==> config.mk <==
export PLATFORM = sky130hd
export DESIGN_NAME = uart_tx_arbiter
export DESIGN_NICKNAME = d
export VERILOG_FILES = /design/src/rtl/uart_tx_arbiter.sv
export SDC_FILE = /design/constraint.sdc
export NUM_CORES = 1
export LEC_CHECK = 0
export ABC_AREA = 1
export CORE_MARGIN = 1.5
export CORE_UTILIZATION = 30
export CTS_BUF_LIST = sky130_fd_sc_hd__clkbuf_4 sky130_fd_sc_hd__clkbuf_8
export DETAILED_ROUTE_END_ITERATION = 8
export PLACE_DENSITY = 0.66
export SYNTH_ARGS = -nofsm -noshare
export SYNTH_HDL_FRONTEND = slang
export SYNTH_SLANG_ARGS = --single-unit
==> constraint.sdc <==
create_clock -name input_clk -period 4.9 [get_ports input_clk]
set_clock_uncertainty 0.15 [all_clocks]
set_input_delay 0.98 -clock input_clk [delete_from_list [all_inputs] [get_ports input_clk]]
set_output_delay 0.98 -clock input_clk [all_outputs]
set_load 0.02 [all_outputs]
==> src/rtl/uart_tx_arbiter.sv <==
// Round-robin, packet-granular arbiter that shares one UART transmit path
// between NUM_REQ byte-stream requesters. Bytes are issued one at a time via
// trans_en/data_out and sequenced from tx_busy. A UART that never starts a
// frame is retried a bounded number of times, then the byte is dropped.
module uart_tx_arbiter #(
  parameter int NUM_REQ      = 4,
  parameter int BUSY_TIMEOUT = 64,
  parameter int MAX_RETRY    = 2
) (
  input  logic                       input_clk,
  input  logic                       reset,
  input  logic [NUM_REQ-1:0]         req_valid,
  input  logic [8*NUM_REQ-1:0]       req_data,
  input  logic [NUM_REQ-1:0]         req_last,
  output logic [NUM_REQ-1:0]         req_ready,
  output logic                       trans_en,
  output logic [7:0]                 data_out,
  input  logic                       tx_busy,
  output logic [$clog2(NUM_REQ)-1:0] grant_id,
  output logic                       grant_active,
  output logic                       pkt_done,
  output logic                       tx_err,
  input  logic                       err_clr
);

  localparam int GW = $clog2(NUM_REQ);
  localparam int TW = $clog2(BUSY_TIMEOUT + 1);
  localparam int RW = $clog2(MAX_RETRY + 2);

  typedef enum logic [2:0] {
    IDLE,
    ACCEPT,
    PULSE,
    WAIT_BUSY,
    WAIT_IDLE
  } state_t;

  state_t        state;
  logic [GW-1:0] last_grant;
  logic [GW-1:0] next_grant;
  logic          any_valid;
  logic          handshake;
  logic          timeout_hit;
  logic          drop;
  logic          byte_done;
  logic          last_q;
  logic [TW-1:0] to_cnt;
  logic [RW-1:0] retry_cnt;

  // Round-robin search: first valid requester strictly above the last owner
  always_comb begin
    int unsigned idx;
    idx        = 0;
    next_grant = last_grant;
    any_valid  = 1'b0;
    for (int unsigned i = 1; i <= 32'(NUM_REQ); i++) begin
      idx = (32'(last_grant) + i) % 32'(NUM_REQ);
      if (!any_valid && req_valid[GW'(idx)]) begin
        any_valid  = 1'b1;
        next_grant = GW'(idx);
      end
    end
  end

  // Handshake and byte-completion decode; req_ready must be same-cycle with
  // valid so it is decoded from the registered state rather than registered
  always_comb begin
    handshake   = (state == ACCEPT) && req_valid[grant_id] && !tx_busy;
    timeout_hit = (state == WAIT_BUSY) && !tx_busy &&
                  (to_cnt == TW'(BUSY_TIMEOUT - 1));
    drop        = timeout_hit && (retry_cnt == RW'(MAX_RETRY));
    byte_done   = ((state == WAIT_IDLE) && !tx_busy) || drop;
    req_ready   = '0;
    if (handshake) req_ready[grant_id] = 1'b1;
  end

  // Main sequencer: grant, accept, pulse, wait for frame start/end, retry
  always_ff @(posedge input_clk or negedge reset) begin
    if (!reset) begin
      state        <= IDLE;
      last_grant   <= GW'(NUM_REQ - 1);
      grant_id     <= '0;
      grant_active <= 1'b0;
      data_out     <= '0;
      last_q       <= 1'b0;
      trans_en     <= 1'b0;
      pkt_done     <= 1'b0;
      tx_err       <= 1'b0;
      to_cnt       <= '0;
      retry_cnt    <= '0;
    end else begin
      trans_en <= 1'b0;
      pkt_done <= 1'b0;
      if (err_clr) tx_err <= 1'b0;
      if (drop)    tx_err <= 1'b1;

      case (state)
        IDLE: begin
          if (any_valid) begin
            grant_id     <= next_grant;
            grant_active <= 1'b1;
            state        <= ACCEPT;
          end
        end
        ACCEPT: begin
          if (handshake) begin
            data_out <= req_data[{grant_id, 3'b000} +: 8];
            last_q   <= req_last[grant_id];
            trans_en <= 1'b1;
            state    <= PULSE;
          end
        end
        PULSE: begin
          to_cnt <= '0;
          state  <= WAIT_BUSY;
        end
        WAIT_BUSY: begin
          if (tx_busy) begin
            retry_cnt <= '0;
            state     <= WAIT_IDLE;
          end else if (timeout_hit) begin
            if (!drop) begin
              retry_cnt <= retry_cnt + 1'b1;
              trans_en  <= 1'b1;
              state     <= PULSE;
            end else begin
              retry_cnt <= '0;
            end
          end else begin
            to_cnt <= to_cnt + 1'b1;
          end
        end
        WAIT_IDLE: ;
        default: state <= IDLE;
      endcase

      // A dropped byte leaves through the same exit as a completed frame
      if (byte_done) begin
        if (last_q) begin
          pkt_done     <= 1'b1;
          last_grant   <= grant_id;
          grant_active <= 1'b0;
          state        <= IDLE;
        end else begin
          state <= ACCEPT;
        end
      end
    end
  end

endmodule

## After elaboration in Yosys (flattened, before gate mapping)

Index checks and enable logic that the tools add are counted.
Widths: inputs -> output; s select.

| cells by class | value |
|---|---|
| $add $sub $neg | 6 |
| multiply operators | 0 |
| div/mod/pow operators | 0 |
| $lt $le $gt $ge | 6 |
| eq/ne operators | 13 |
| shifts and indexed selects | 1 |
| multiplexer cells | 50 |
| bitwise gates (word level) | 0 |
| reduce and logical (&&, ||, !) cells | 25 |

Operator list:

| cell | count |
|---|---|
| $shiftx 32x6->8 | 1 |
| $mux 1 | 24 |
| $mux 3 | 6 |
| $lt 2x3->1 const B | 5 |
| $pmux 3 s5 | 1 |
| $mux 2 | 7 |
| $mux 7 | 2 |
| $pmux 7 s2 | 1 |
| $bmux 1 s2 | 6 |
| $logic_and 1x1->1 | 10 |
| $ne 4x4->1 const B | 2 |
| $reduce_and 2->1 | 4 |
| $add 7x1->7 const B | 1 |
| $eq 7x6->1 const B | 1 |
| $add 2x1->2 const B | 3 |
| $eq 3x2->1 const B | 2 |
| $ne 2x2->1 const B | 3 |
| $ne 3x3->1 const B | 2 |
| $reduce_bool 2->1 | 3 |
| $reduce_and 5->1 | 1 |
| $add 2x2->2 const B | 2 |
| $logic_not 1->1 | 4 |
| $mux 4 | 1 |
| $eq 3x1->1 const B | 1 |
| other kinds (8) | 8 |

| word-level totals | value |
|---|---|
| register bits | 29 |
| bits in latches | 0 |
| RAM bits | 0 |
| ROM bits | 0 |
| bits of input ports | 44 |
| output and inout port bits | 18 |
| memories | 0 |

## Longest topological paths before layout

| depth | value |
|---|---|
| depth after elaboration | 17 |
| depth in mapped cells | 12 |
| mapped depth without buffers | 11 |

## Worst setup path before layout

OpenSTA, ideal clock, no wires.

| timing | value |
|---|---|
| path kind | in2out |
| start | input port req_valid[2] |
| end | output port req_ready[0] |
| data arrival time | 1.827 ns |
| data required time | 3.770 ns |
| setup slack | 1.943 ns |
| stages | 6 |
| cells stage by stage | inv_1 -> o21ai_1 -> nand2_1 -> nand2_1 -> nand2_2 -> nor3_1 |

| on the way | value |
|---|---|
| longest elaborated chain between the ends | 5 |

Ends and longest elaborated chain:

| what | RTL line | RTL |
|---|---|---|
| from (decl) | 12 | `input logic [NUM_REQ-1:0] req_valid,` |
| $bmux 1 s2 | 68 | `handshake = (state == ACCEPT) && req_valid[grant_id] && !tx_busy;` |
| $mux 1 (implied by the code) | 68 |  |
| $logic_and 1x1->1 (2 in a row) | 68 |  |
| $mux 4 | 74 | `if (handshake) req_ready[grant_id] = 1'b1;` |
| to (decl) | 15 | `output logic [NUM_REQ-1:0] req_ready,` |

No other way between the ends. The select of a mux whose other input is x is not followed.

## Worst setup path after layout

| timing | value |
|---|---|
| start | input port req_valid[2] |
| end | output port req_ready[3] |

The elaborated chain is that of the path after synthesis.

==> impl_metrics.env <==
export IMPL_cts_tree="built"
export IMPL_maxCapViolations=0
export IMPL_min_path_type="reg -> reg"
export IMPL_maxSlewViolCount=0
export IMPL_ys_seq_area_share_pct=38.4
export IMPL_drt_iter0_drc=115
export IMPL_mappedNetlistArea_sq_um=1900
export IMPL_portBuffers=61
export IMPL_antenna_found_initial=0
export IMPL_top_layer_used="met4"
export IMPL_grt_max_degree=30
export IMPL_ys_ff_latch=29
export IMPL_grt_overflow=0
export IMPL_die_x_microns=82.5
export IMPL_drive_above_1_share_pct=11.4
export IMPL_yosys_warnings=0
export IMPL_crit_type="in -> out"
export IMPL_antenna_left=0
export IMPL_vias_per_cell=4.95
export IMPL_period_needed_ns=3.89
export IMPL_synth_fp_nets=301
export IMPL_vias=1934
export IMPL_cts_htree_levels=2
export IMPL_crit_arrival_ns=2.76
export IMPL_synth_ff_type="dfrtp_1"
export IMPL_crit_fanout=8
export IMPL_wire_per_inst_microns=12.1
export IMPL_clkTransAtPathRegs_ns=0.06
export IMPL_fill_cells=622
export IMPL_grt_total_usage_pct=15.6
export IMPL_cts_setup_buffers=0
export IMPL_critPathCaptureType="output port"
export IMPL_outcome="completed"
export IMPL_crit_start="req_valid[2]"
export IMPL_fp_coreArea_sq_um=6030
export IMPL_fin_util_pct=43.8
export IMPL_peakVddDrop_uv=218
export IMPL_die_y_microns=82.5
export IMPL_fp_row_count=28
export IMPL_hold_violations=0
export IMPL_relSlewSlack_pct=50.0
export IMPL_nets=360
export IMPL_ios=62
export IMPL_start_kind="primary input"
export IMPL_start_util_pct=31.5
export IMPL_cp_data_required_time_ns=3.77
export IMPL_cts_hold_buf=0
export IMPL_cts_resized=0
export IMPL_root_buffer="clkbuf_8"
export IMPL_period_share_pct=79.3
export IMPL_met2WireLength_microns=2320
export IMPL_wl_met1_microns=2000
export IMPL_power_density_nw_per_um2=506
export IMPL_avgSynthCellArea_sq_um=7.41
export IMPL_numClockSinks=29
export IMPL_dieArea_sq_um=6810
export IMPL_holdCritStartpoint="grant_active"
export IMPL_route_met3_wl_microns=282
export IMPL_rsz0062_at_grt="false"
export IMPL_area_growth_pct=39.0
export IMPL_drc=0
export IMPL_grt_pass1_wl_microns=8150
export IMPL_synth_distinct_cells=33
export IMPL_synth_edf_count=0
export IMPL_numCtsBuffers=5
export IMPL_cts_buffer_depth=2
export IMPL_syn_inst=256
export IMPL_dp_hpwl_microns=3690
export IMPL_grt_pass1_vias=1905
export IMPL_tns_ns=0
export IMPL_postSynth_asyncResetShare_pct=100
export IMPL_r2r_start="grant_id[0]"
export IMPL_p_leak_nw=1.14
export IMPL_antenna_cells=0
export IMPL_first_pass_iters=4
export IMPL_fmax_ghz=0.257
export IMPL_tightestPinTransition_ns=0.751
export IMPL_wirelength_microns=4720
export IMPL_clock_latency_ns=0.28
export IMPL_setup_violations=0
export IMPL_gp_congestion=0.870
power breakdown:
group          total [mW]  internal [mW]  switching (mW)  leakage (nW)
combinational       0.696          0.289           0.407         0.729
clock               0.191          0.104          0.0876        0.0484
sequential          0.445          0.326           0.119         0.360
sequential cells by signal, indices dropped and copies added (netlist names):
name	count
data_out	8
grant_active	1
grant_id	2
last_grant	2
last_q	1
pkt_done	1
retry_cnt	2
state	3
to_cnt	7
trans_en	1
tx_err	1
worst max-delay path: stages:
cell,delay (ns)
clkdlybuf4s50_1,0.47
inv_1,0.07
o21ai_1,0.12
nand2_1,0.06
nand2_1,0.10
nand2_2,0.13
nor3_1,0.18
clkdlybuf4s50_1,0.63
synth_stat cells, types with 4 or more instances:
master     n  share of area (%)
o21ai_2    4                1.8
nor3_1     6                1.6
nand3_1   38                 10
a22oi_1    9                3.6
clkbuf_1   5               0.99
o21ai_1   10                2.6
nor2_1    21                4.2
nand2_1   62                 12
dfrtp_1   27                 36
inv_1     23                4.6
inv_2      8                1.6
a41oi_1    9                4.2
cell families (layout without fill, tap and decap cells):
| group | count (synthesis) | after routing | synth area share, % |
|---|---|---|---|
| compound gates | 39 | 39 | 14.6 |
| xor+xnor | 2 | 2 | 0.924 |
| fa+ha+maj | 1 | 1 | 0.660 |
| buf+inv | 42 | 102 | 9.56 |
| flops | 29 | 29 | 38.4 |
| simple gates | 143 | 143 | 35.9 |
worst paths after layout:
kind	end	slack, ns	depth (start not counted)
worst max-delay path	req_ready[3]	1.01	8
worst min-delay path	grant_active	0.34	2
worst max register to register	last_q	2.69	4
worst min register to register	grant_active	0.34	2
max in group asynchronous	last_grant[1]	3.36	2
min in group asynchronous	data_out[1]	0.93	2
layout by cell type, fill, tap and decap left out, types with 3 or more instances in the layout:
cell type        count
clkbuf_8             5
o21ai_1             10
a21oi_1              3
inv_1               23
a22oi_1              9
nor2_1              21
a41oi_1              9
o21ai_2              4
nor3_1               6
nand4_2              3
nand2_1             62
inv_2                8
dfrtp_1             27
clkdlybuf4s50_1     61
nand4_1              3
nand3_1             38
per-layer routing:
metal	track usage, %	vias up
met5	0	-
met4	7.50	0
met3	4.62	10
met2	25.9	51
met1	18.4	895
li1	-	978
stage by stage:
stage	hold slack, ns	cells	worst slack, ns	area (sq um)	power (mW)
2_1_floorplan	0.292	256	1.94	1900	0.932
3_3_place_gp	0.304	383	1.05	2550	1.15
3_5_place_dp	0.337	383	1.02	2550	1.15
4_1_cts	0.351	391	1.02	2640	1.35
5_1_grt	0.375	391	0.827	2640	1.47
6_report	0.344	391	1.01	2640	1.33
cell type report:
type,count,area (sq um),share of cell area [%]
tap,75,93.8,3.56
inverter,32,123,4.65
sequential,29,728,27.6
multi-input combinational,185,987,37.4
clock buffer,6,76.3,2.90
timing repair buffer,62,618,23.4
clock inverter,2,10.0,0.380
Note: power is estimated with default switching activity, not from simulation.
